## src/rtl/program_sequencer.sv

```systemverilog
`default_nettype none
// ============================================================================
// Module   : program_sequencer
// Purpose  : Program counter for the 8-bit CPU family. It supports increment
//            with wrap-around, jump, conditional branch, call/return through
//            an internal return-address stack, and halt/resume.
// Revision : 1.0  - initial release
// ----------------------------------------------------------------------------
// Parameters:
//   ADDR_W      - width of pc, target and stack entries (min 2)
//   STACK_DEPTH - number of return-address stack entries (min 1)
//   RESET_VEC   - pc value loaded on reset
// Ports:
//   clk            - system clock, rising edge
//   reset          - synchronous, active-high reset
//   pc_enable_i    - advance enable; 0 holds all state
//   op_i[2:0]      - 0 INC, 1 JUMP, 2 BRANCH, 3 CALL, 4 RET, 5 HALT, 6/7 INC
//   target_i       - destination for JUMP / BRANCH / CALL
//   cond_i         - branch condition (BRANCH only)
//   resume_i       - leave the HALTED state
//   pc_o           - current program counter
//   halted_o       - high while HALTED
//   stack_level_o  - number of valid stack entries
//   stack_ovf_o    - sticky: CALL issued with the stack full
//   stack_unf_o    - sticky: RET issued with the stack empty
// Build option:
//   PC_FAULT_HALT_EN - when defined, a stack overflow/underflow also halts.
// ============================================================================
module program_sequencer #(
  parameter int                  ADDR_W      = 8,
  parameter int                  STACK_DEPTH = 4,
  parameter logic [ADDR_W-1:0]   RESET_VEC   = '0,
  localparam int                 LVL_W       = $clog2(STACK_DEPTH + 1)
) (
  input  logic              clk,
  input  logic              reset,
  input  logic              pc_enable_i,
  input  logic [2:0]        op_i,
  input  logic [ADDR_W-1:0] target_i,
  input  logic              cond_i,
  input  logic              resume_i,
  output logic [ADDR_W-1:0] pc_o,
  output logic              halted_o,
  output logic [LVL_W-1:0]  stack_level_o,
  output logic              stack_ovf_o,
  output logic              stack_unf_o
);

  typedef enum logic [0:0] {
    ST_RUN    = 1'b0,
    ST_HALTED = 1'b1
  } state_t;

  localparam logic [2:0] OP_INC    = 3'd0;
  localparam logic [2:0] OP_JUMP   = 3'd1;
  localparam logic [2:0] OP_BRANCH = 3'd2;
  localparam logic [2:0] OP_CALL   = 3'd3;
  localparam logic [2:0] OP_RET    = 3'd4;
  localparam logic [2:0] OP_HALT   = 3'd5;

`ifdef PC_FAULT_HALT_EN
  localparam bit C_FAULT_HALT = 1'b1;
`else
  localparam bit C_FAULT_HALT = 1'b0;
`endif

  localparam logic [LVL_W-1:0] C_LVL_FULL = LVL_W'(STACK_DEPTH);
  localparam logic [LVL_W-1:0] C_LVL_ONE  = LVL_W'(1);

  state_t              state_q, state_d;
  logic [ADDR_W-1:0]   pc_q, pc_d;
  logic [LVL_W-1:0]    level_q, level_d;
  logic                ovf_q, ovf_d;
  logic                unf_q, unf_d;
  logic [ADDR_W-1:0]   stack_q [STACK_DEPTH];

  logic [ADDR_W-1:0]   pc_inc;
  logic [ADDR_W-1:0]   stack_top;
  logic                push;

  // Natural-width addition wraps all-ones back to zero.
  assign pc_inc = pc_q + ADDR_W'(1);

  // Top of stack is the entry just below the current level.
  always_comb begin
    stack_top = '0;
    for (int i = 0; i < STACK_DEPTH; i++) begin
      if (level_q == LVL_W'(i + 1)) begin
        stack_top = stack_q[i];
      end
    end
  end

  always_comb begin
    state_d = state_q;
    pc_d    = pc_q;
    level_d = level_q;
    ovf_d   = ovf_q;
    unf_d   = unf_q;
    push    = 1'b0;

    if (state_q == ST_HALTED) begin
      // The op presented alongside resume is deliberately dropped.
      if (resume_i) begin
        state_d = ST_RUN;
      end
    end else if (pc_enable_i) begin
      case (op_i)
        OP_JUMP: begin
          pc_d = target_i;
        end
        OP_BRANCH: begin
          pc_d = cond_i ? target_i : pc_inc;
        end
        OP_CALL: begin
          if (level_q == C_LVL_FULL) begin
            pc_d  = pc_inc;
            ovf_d = 1'b1;
            if (C_FAULT_HALT) begin
              state_d = ST_HALTED;
            end
          end else begin
            push    = 1'b1;
            pc_d    = target_i;
            level_d = level_q + C_LVL_ONE;
          end
        end
        OP_RET: begin
          if (level_q == '0) begin
            pc_d  = pc_inc;
            unf_d = 1'b1;
            if (C_FAULT_HALT) begin
              state_d = ST_HALTED;
            end
          end else begin
            pc_d    = stack_top;
            level_d = level_q - C_LVL_ONE;
          end
        end
        OP_HALT: begin
          state_d = ST_HALTED;
        end
        OP_INC: begin
          pc_d = pc_inc;
        end
        default: begin
          pc_d = pc_inc;
        end
      endcase
    end
  end

  always_ff @(posedge clk) begin
    if (reset) begin
      state_q <= ST_RUN;
      pc_q    <= RESET_VEC;
      level_q <= '0;
      ovf_q   <= 1'b0;
      unf_q   <= 1'b0;
    end else begin
      state_q <= state_d;
      pc_q    <= pc_d;
      level_q <= level_d;
      ovf_q   <= ovf_d;
      unf_q   <= unf_d;
    end
  end

  // Stack storage has no reset; validity is tracked by level_q alone.
  always_ff @(posedge clk) begin
    for (int i = 0; i < STACK_DEPTH; i++) begin
      if (push && (level_q == LVL_W'(i))) begin
        stack_q[i] <= pc_inc;
      end
    end
  end

  assign pc_o          = pc_q;
  assign halted_o      = (state_q == ST_HALTED);
  assign stack_level_o = level_q;
  assign stack_ovf_o   = ovf_q;
  assign stack_unf_o   = unf_q;

endmodule
`default_nettype wire

```

## config.mk

```make
export PLATFORM = sky130hd
export DESIGN_NAME = program_sequencer
export DESIGN_NICKNAME = d
export VERILOG_FILES = /design/src/rtl/program_sequencer.sv
export SDC_FILE = /design/constraint.sdc
export NUM_CORES = 1
export LEC_CHECK = 0
export BUFFER_PORTS_ARGS = -buffer_cell sky130_fd_sc_hd__buf_4
export CAP_MARGIN = 10
export CORE_MARGIN = 3
export CORE_UTILIZATION = 45
export CTS_BUF_LIST = sky130_fd_sc_hd__clkbuf_4
export DETAILED_ROUTE_END_ITERATION = 7
export PLACE_DENSITY = 0.67
export SLEW_MARGIN = 20
export SYNTH_ARGS = -nofsm -noshare
export SYNTH_HDL_FRONTEND = slang
export SYNTH_SLANG_ARGS = --single-unit
```

## constraint.sdc

```tcl
create_clock -name clk -period 1.82 [get_ports clk]
set_input_delay 0.091 -clock clk [delete_from_list [all_inputs] [get_ports clk]]
set_output_delay 0.091 -clock clk [all_outputs]
set_load 0.1 [all_outputs]
```

After elaboration in Yosys (flattened, before gate mapping)
Memories as Yosys holds them, arrays and structs flattened.
Cells that the tools add are included.
{"block": "word_totals", "output_inout_bits": 14, "in_bits": 16, "ram_bits": 32, "wordCells": 71, "register_bits": 14, "mem_count": 1}
{"block": "op_classes", "n_addsub": 3, "muxes": 36, "n_bitwise": 2, "n_eq_ne": 11, "n_reduce_logical": 13}
{"memory": "stack_q", "depth": 4, "word_bits": 8, "read_ports": 4, "rd_ports_with_merged_regs": 0, "write_ports": 1, "line_no": "75", "text": "logic [ADDR_W-1:0] stack_q [STACK_DEPTH];"}
{"op": "two-way mux 8 bit", "n": 10}
{"op": "case mux 8 bit (5 select lines)", "n": 1}
{"op": "OR reduction 8 bit", "n": 3}
{"op": "two-way mux 1 bit", "n": 19}
{"op": "== test 3 x 2 -> 1 bit, second input constant", "n": 4}
{"op": "== test 3 bit, second input constant", "n": 3}
{"op": "adder 8 x 1 -> 8 bit, second input constant", "n": 1}
{"op": "AND reduction 4 bit", "n": 2}
{"op": "== test 3 x 1 -> 1 bit, second input constant", "n": 2}
{"op": "two-way mux 2 bit", "n": 3}
{"op": "two-way mux 3 bit", "n": 2}
{"op": "case mux 3 bit (2 select lines)", "n": 1}
{"op": "AND reduction 5 bit", "n": 1}
{"op": "logical AND 1 bit", "n": 4}
{"op": "!= test 2 bit, second input constant", "n": 2}
{"op": "adder 3 x 1 -> 3 bit, second input constant", "n": 1}
{"op": "zero test 3 bit", "n": 1}
{"op": "AND reduction 3 bit", "n": 1}
{"op": "subtractor 3 x 1 -> 3 bit, second input constant", "n": 1}
{"op": "NOT 1 bit", "n": 2}
{"op": "nonzero test 2 bit", "n": 1}

Logic depth before layout (Yosys ltp)
Gate-level depths: netlist of run 1.
{"block": "depth", "word_depth": 12, "mapped_depth": 9, "depth_no_buf": 7}

Least setup slack after synthesis of run 1
No wires, ideal clock.
{"block": "synth_path", "path_kind": "reg2reg", "from": "reg level_q[0], in the netlist stack_level_o[0]", "to": "reg pc_q[6], in the netlist pc_o[6]", "t_required_ns": 1.688, "path_slack_ns": -0.949, "t_arrival_ns": 2.638, "synth_period_minus_slack_ns": 2.769, "setup_time_ns": 0.132, "n_path_buf": 2, "path_stages_with_launch": 10, "cell_sequence": "dfxtp_1 -> inv_1 -> ha_1 -> and2_1 -> buf_4 -> a311oi_2 -> buf_4 -> o22ai_1 -> a221oi_2 -> nor3_1"}
{"block": "synth_via", "elab_chain_len": 7, "elab_cells_between_ends": 12, "cone_classes": "4 x eq/ne; 7 x mux; 1 x reduce/logical"}
{"element": "start: declaration", "line_no": "72", "text": "logic [LVL_W-1:0] level_q, level_d;"}
{"element": "start signal: assignment", "line_no": "163", "text": "level_q <= level_d;"}
{"element": "== test 3 x 1 -> 1 bit", "line_no": "88", "text": "if (level_q == LVL_W'(i + 1)) begin"}
{"element": "two-way mux 8 bit (4 in a row)", "line_no": "88"}
{"element": "two-way mux 8 bit", "line_no": "129", "text": "if (level_q == '0) begin"}
{"element": "case mux 8 bit (5 select lines) (*)", "line_no": "108", "text": "case (op_i)"}
{"element": "end signal: assignment", "line_no": "162", "text": "pc_q <= pc_d;"}
{"element": "end: declaration", "line_no": "71", "text": "logic [ADDR_W-1:0] pc_q, pc_d;"}
Every way passes the cells marked *; elsewhere a longest branch is shown, timed or not.
A chain may end at the register's enable or synchronous reset.

Worst setup path after layout of run 1
{"block": "layout_path", "from": "reg level_q[1], in the netlist stack_level_o[1]", "to": "reg pc_q[0], in the netlist pc_o[0]"}
Same word-level chain as after synthesis.

==> reports/qor.txt, run 1 <==
status: complete, but fails checks
failing checks: setup timing
Synth top area share: 42.86%
register area: 0.001260 sq mm
Worst Path Required: 2.11 ns
fin area: 0.003312 sq mm
first-pass GRT wire length: 9494 microns
routability congestion estimate: 0.8211
die area: 0.005865 sq mm
later-pin clock latency in the skew report: 0.38 ns
Async S/R FF share, synth: 0%
placed cell count: 323
# port buffers: 29
crit path from: stack_level_o[1]$_SDFFE_PP0P_
Slew HR: 68.79%
most frequent cell after synthesis: edfxtp_1
cell count after synthesis: 201
GRT Overall Usage: 21.16%
antenna violations before repair: 0
yosys warns: 0
Clock transition at path regs: 0.14 ns
Final Non-Filler Cells: 341
MaxCap Viol Count: 0
Synth top cells by count: edfxtp_1 (32), nor2_1 (23), nand2_1 (22)
worst hold path type: input pin to flip-flop
P_leak: 1.211 nW
R2R depth: 9
post-synth net total: 224
Final ANT Viol Nets: 0
Remaining Overflow, GRT: 0
Clock Tree Buf Depth: 2
I/O pin total: 30
Final Hold Vio Count: 0
Clock Skews: 0.01729 ns
switch share: 29.70%
Die Wd: 76.59 microns
total wire length: 5813 microns
number of buffers created by CTS: 5
Worst-Margin Slew: 0.4677 ns
Yosys cell types: 45
via count: 1877
row cnt: 25
worst reg2reg endpoint: pc_o[0]$_SDFFE_PP0P_
via/cell ratio: 5.504
clock network power share: 27.2%
Synth area leader: edfxtp_1
pwr dens: 718.4 mW/mm^2
Min Clock Period, post-route: 1.985 ns
H-tree depth: 2
share of cells above drive strength 1: 51.09%
RSZ-0062 raised after global routing: true
synth top area cells: edfxtp_1 (43%), dfxtp_1 (13%), a221oi_1 (5.9%)
Reg power frac: 49.6%
Setup CP Type: flip-flop to flip-flop
post-detail-place hpwl: 4111 microns
NetSw: 706.8 uW
Die Y-Extent: 76.59 microns
fill count: 343
critical path arrival: 2.28 ns
Final Setup Violations: 11
Comb power frac: 23.2%
core region area: 0.004755 sq mm
nets@finish: 296
Worst Hold Path EP: pc_o[7]$_SDFFE_PP0P_
drt pass-1 iters: 4
DR WL/cell: 17.05 microns
starting density of the core: 47.16%
Pint: 1.673 mW
r2r startpoint: stack_level_o[1]$_SDFFE_PP0P_
Clock Sinks: 46
root buffer cell: clkbuf_4
area of the multi-input gates: 0.001191 sq mm
drt first-iter violations: 111
period utilization: 109.1%
placed cell areas: 0.002955 sq mm
CP max FO: 4
Max VDD drop: 551.8 uV
FF-to-FF setup slack: -0.17 ns
element type at the critical path end: flip-flop
syn avg cell area: 11.15 sq um
CP Launch Type: flip-flop
Slew Limit Fails: 0
Synth Cell Area: 0.002242 sq mm
antenna diode count: 0
Hold Path Depth: 3
final worst setup slack: -0.1650 ns
Peak Freq: 0.5038 GHz
ys flop type: edfxtp_1
pin count of the biggest net entering global routing: 15
detailed-route DRC error count: 0
worst hold start: target_i[7]
CTS tree: yes
area grow syn2layout: 47.71%
number of global-route vias before repair: 1868
Seq/Total Area, Yosys: 55.36%
flops & latches, synth: 46
number of synthesized flops with an enable pin: 32
per-stage QoR:
step	hold slack, ns	power (mW)	setup TNS (ns)	utilization (%)	worst slack (ns)
floorplan	0.1534	1.514	-0.9914	-	-0.1769
global placement	0.3783	1.691	-1.114	62.16	-0.1707
detailed placement	0.3817	1.696	-1.229	62.16	-0.1692
CTS	0.01518	2.366	-0.7811	68.08	-0.1228
global route	0.007363	2.483	-1.697	69.66	-0.2265
finish	0.01022	2.379	-0.7406	69.66	-0.1650
power by group through the flow:
stage | Clock [mW] | Sequential [mW] | Combinational (mW)
detailed placement | 0 | 1.20 | 0.493
finish | 0.647 | 1.18 | 0.552
global placement | 0 | 1.20 | 0.490
floorplan | 0 | 1.34 | 0.177
CTS | 0.656 | 1.18 | 0.529
global route | 0.708 | 1.19 | 0.589
what timing repair did:
action                                  4_1_cts  5_1_grt
setup buffers                                 7        2
endpoints found under the hold margin        12        0
hold buffers                                  2        0
resized for setup                            24       13
pin swaps                                    29       10
endpoints found under the setup margin       19       19
kinds of logic after synthesis:
family,count (synthesis),share of synthesized area (%)
AO/OA/AOI/OAI,54,18.69
XOR/XNOR,8,3.125
adder cells (fa/ha/maj),7,3.906
buffers and inverters,17,3.459
flip-flops,46,55.36
AND/OR/NAND/NOR,69,15.46
routing by layer:
metal / global-route usage, % / part of all wire [%] / up-vias / routed length [microns]
met4: 8.333 / 2.3 / 0 / 133
met2: 33.66 / 48 / 54 / 2793
met1: 27.17 / 45 / 897 / 2597
met3: 6.147 / 5.0 / 18 / 290
li1: - / - / 908 / -
met5: 0 / 0 / - / 0
worst max-delay path: stages (launching register included):
cell and delay, ns:
dfxtp_4 0.38, ha_4 0.16, ha_4 0.18, buf_12 0.12, nor3b_4 0.25, buf_4 0.17, a221oi_2 0.06, a221oi_2 0.30
a221oi_2 0.06, a211oi_1 0.20
state kept, by name (all words and copies together), names as in the netlist:
register       cells
stack_q           32
stack_ovf_o        1
stack_level_o      3
pc_o               8
stack_unf_o        1
halted_o           1
final cells by class:
type	instances	area share, %
flip-flops and latches	46	38.04
multi-input cells	138	35.97
repair buffers	78	20.29
clock buffers	6	1.360
clock inverters	2	1.133
inverters	4	0.6800
well taps	67	2.531
worst max path at each step:
stage	slack (ns)	endpoint
2_1_floorplan	-0.18	pc_o[6]$_SDFFE_PP0P_
3_3_place_gp	-0.17	pc_o[0]$_SDFFE_PP0P_
3_5_place_dp	-0.17	pc_o[0]$_SDFFE_PP0P_
4_1_cts	-0.12	pc_o[3]$_SDFFE_PP0P_
5_1_grt	-0.23	pc_o[0]$_SDFFE_PP0P_
6_report	-0.17	pc_o[0]$_SDFFE_PP0P_
cell usage in the layout (no fill, tap or decap), types with 3 or more instances in the layout:
cell type / count
a211oi_1: 4
buf_6: 5
nor3b_4: 3
a21oi_1: 4
dfxtp_2: 6
clkbuf_4: 6
nand2_2: 5
buf_4: 66
buf_12: 5
xnor2_1: 5
inv_4: 3
edfxtp_1: 32
ha_4: 4
nor2b_1: 4
dfxtp_1: 5
dfxtp_4: 3
nand2_1: 16
nand3_1: 4
o21ai_0: 7
a221oi_2: 16
nor2_1: 20
Note: power is estimated with default switching activity, not from simulation.
==> run 2: changes to the inputs <==
--- a/constraint.sdc
+++ b/constraint.sdc
@@ -3,2 +3,2 @@
 set_output_delay 0.091 -clock clk [all_outputs]
-set_load 0.1 [all_outputs]
+set_load 0.05 [all_outputs]
==> reports/qor.txt, run 2 (synthesis gave the netlist of run 1 again) <==
status: complete, but fails checks (unchanged)
failing checks: setup timing (unchanged)
row cnt: 25 (unchanged)
period utilization: 107.1% (was 109.1%)
fin area: 0.003156 sq mm (was 0.003312 sq mm)
Clock transition at path regs: 0.14 ns (about the same)
DR WL/cell: 17.49 microns (was 17.05 microns)
master of the slowest instance on the critical path: dfxtp_4 (unchanged)
element type at the critical path end: flip-flop (unchanged)
Clock Sinks: 46 (unchanged)
slowest stage delay, CP: 0.39 ns (was 0.38 ns)
routed wl met2: 2948 microns (was 2793 microns)
Final Util: 66.37% (was 69.66%)
CP cell instances: ha_4 -> ha_4 -> buf_6 -> nor3b_4 -> a221oi_2 -> a221oi_2 -> a221oi_1 -> a211oi_1 (was ha_4 -> ha_4 -> buf_12 -> nor3b_4 -> buf_4 -> a221oi_2 -> a221oi_2 -> a221oi_2 -> a211oi_1)
CP bufs+invs: 1 (was 2)
starting density of the core: 47.16% (unchanged)
Reg with most FFs: stack_q (unchanged)
I/O pin total: 30 (unchanged)
number of buffers created by CTS: 5 (unchanged)
commonest cells after routing, fill and taps aside: buf_4 (68), edfxtp_1 (32), nor2_1 (22), nand2_1 (21), dfxtp_1 (11) (was buf_4 (66), edfxtp_1 (32), nor2_1 (20), nand2_1 (16), a221oi_2 (16))
share of cells above drive strength 1: 42.96% (was 51.09%)
RSZ-0062 raised after global routing: true (unchanged)
pwr dens: 720.1 mW/mm^2 (was 718.4 mW/mm^2)
placed cell areas: 0.002855 sq mm (was 0.002955 sq mm)
post-detail-place hpwl: 4179 microns (was 4111 microns)
Worst path top cell family by delay: compound AO/OA/AOI/OAI gates (unchanged)
MaxCap Viol Count: 0 (unchanged)
Slew HR: 71.61% (was 68.79%)
CP Launch Type: flip-flop (unchanged)
max FFs per register: 32 (unchanged)
antenna violations before repair: 0 (unchanged)
# port buffers: 29 (unchanged)
via/cell ratio: 5.677 (was 5.504)
critical path arrival: 2.22 ns (was 2.28 ns)
worst hold path type: input pin to flip-flop (unchanged)
fill count: 359 (was 343)
nets@finish: 292 (was 296)
highest routed metal layer: met4 (unchanged)
detailed-route DRC error count: 0 (unchanged)
number of global-route vias before repair: 1921 (was 1868)
Final Hold Vio Count: 0 (unchanged)
later-pin clock latency in the skew report: 0.36 ns (was 0.38 ns)
Die Y-Extent: 76.59 microns (unchanged)
Clock Tree Buf Depth: 2 (unchanged)
routability congestion estimate: 0.8878 (was 0.8211)
area grow syn2layout: 40.74% (was 47.71%)
Worst-Margin Slew: 0.4259 ns (was 0.4677 ns)
Clock Skews: 0.008435 ns (was 0.01729 ns)
root buffer cell: clkbuf_4 (unchanged)
Setup CP Type: flip-flop to flip-flop (unchanged)
P_leak: 1.153 nW (was 1.211 nW)
Die Wd: 76.59 microns (unchanged)
Slew Limit Fails: 0 (unchanged)
pin count of the biggest net entering global routing: 15 (unchanged)
CTS tree: yes (unchanged)
via count: 1913 (was 1877)
core region area: 0.004755 sq mm (unchanged)
H-tree depth: 2 (unchanged)
Final ANT Viol Nets: 0 (unchanged)
CP max FO: 6 (was 4)
antenna diode count: 0 (unchanged)
GRT Overall Usage: 20.92% (was 21.16%)
final worst setup slack: -0.1294 ns (was -0.1650 ns)
Min Clock Period, post-route: 1.949 ns (was 1.985 ns)
total wire length: 5895 microns (was 5813 microns)
DR WL met3: 340 microns (was 290 microns)
dpl ws: -0.2761 ns (was -0.1692 ns)
first-pass GRT wire length: 9549 microns (was 9494 microns)
drt first-iter violations: 122 (was 111)
Final Setup Violations: 6 (was 11)
met1 wire length: 2432 microns (was 2597 microns)
Max VDD drop: 527.4 uV (was 551.8 uV)
die area: 0.005865 sq mm (unchanged)
Peak Freq: 0.5130 GHz (was 0.5038 GHz)
commonest non-fill, non-tap cell in the layout: buf_4 (unchanged)
Worst Path Required: 2.09 ns (was 2.11 ns)
Remaining Overflow, GRT: 0 (unchanged)
drt pass-1 iters: 4 (unchanged)
run 2: changes by cell type in the layout (fill, tap and decap cells not counted), sizes merged:
cell / delta
buf: -3
dlygate4sd3: -1
run 2: power breakdown:
part	internal (mW)	switching, mW
clock	0.305	0.331
sequential	1.15	0.0277
combinational	0.200	0.258
run 2: final timing paths:
path                                                     from                        to  slack, ns  cells after the start
worst min register to register       stack_ovf_o$_SDFFE_PP0P_  stack_ovf_o$_SDFFE_PP0P_       0.49                      2
worst min-delay path                              target_i[6]      pc_o[6]$_SDFFE_PP0P_       0.01                      3
worst max-delay path            stack_level_o[0]$_SDFFE_PP0P_      pc_o[0]$_SDFFE_PP0P_      -0.13                      8
worst max register to register  stack_level_o[0]$_SDFFE_PP0P_      pc_o[0]$_SDFFE_PP0P_      -0.13                      8
run 2: final cells by class:
cell class / count / area (sq um) / area share [%]
inverters: 4 / 20.02 / 0.6344
multi-input cells: 138 / 1131 / 35.84
well taps: 67 / 83.83 / 2.657
flip-flops and latches: 46 / 1252 / 39.69
clock inverters: 2 / 37.54 / 1.190
clock buffers: 6 / 45.04 / 1.427
repair buffers: 74 / 585.6 / 18.56
run 2: tightest hold or removal path, delay by kind of cell:
kind                   cells  cell delay, ns
AO/OA/AOI/OAI              1            0.05
buffers and inverters      1            0.09
AND/OR/NAND/NOR            1            0.11
run 2: per-stage QoR:
step	hold slack [ns]	power [mW]	instances	TNS (ns)
2_1_floorplan	0.1534	1.435	201	-1.091
3_3_place_gp	0.3856	1.598	323	-1.087
3_5_place_dp	0.3858	1.603	323	-1.270
4_1_cts	0.0008097	2.263	336	-0.5955
5_1_grt	0.01081	2.367	337	-1.430
6_report	0.01389	2.272	337	-0.5585
run 2: timing repair:
item                                    4_1_cts  5_1_grt
hold buffers                                  1        0
endpoints found under the setup margin        9       11
resized for setup                            17        9
pin swaps                                    24        8
setup buffers                                 5        1
hold endpoints to repair                      1        0
run 2: metal layers:
metal / vias to the layer above / GRT usage (%)
li1: 898 / -
met1: 918 / 25.40
met5: - / 0
met3: 20 / 4.374
met4: 0 / 7.246
met2: 77 / 36.73
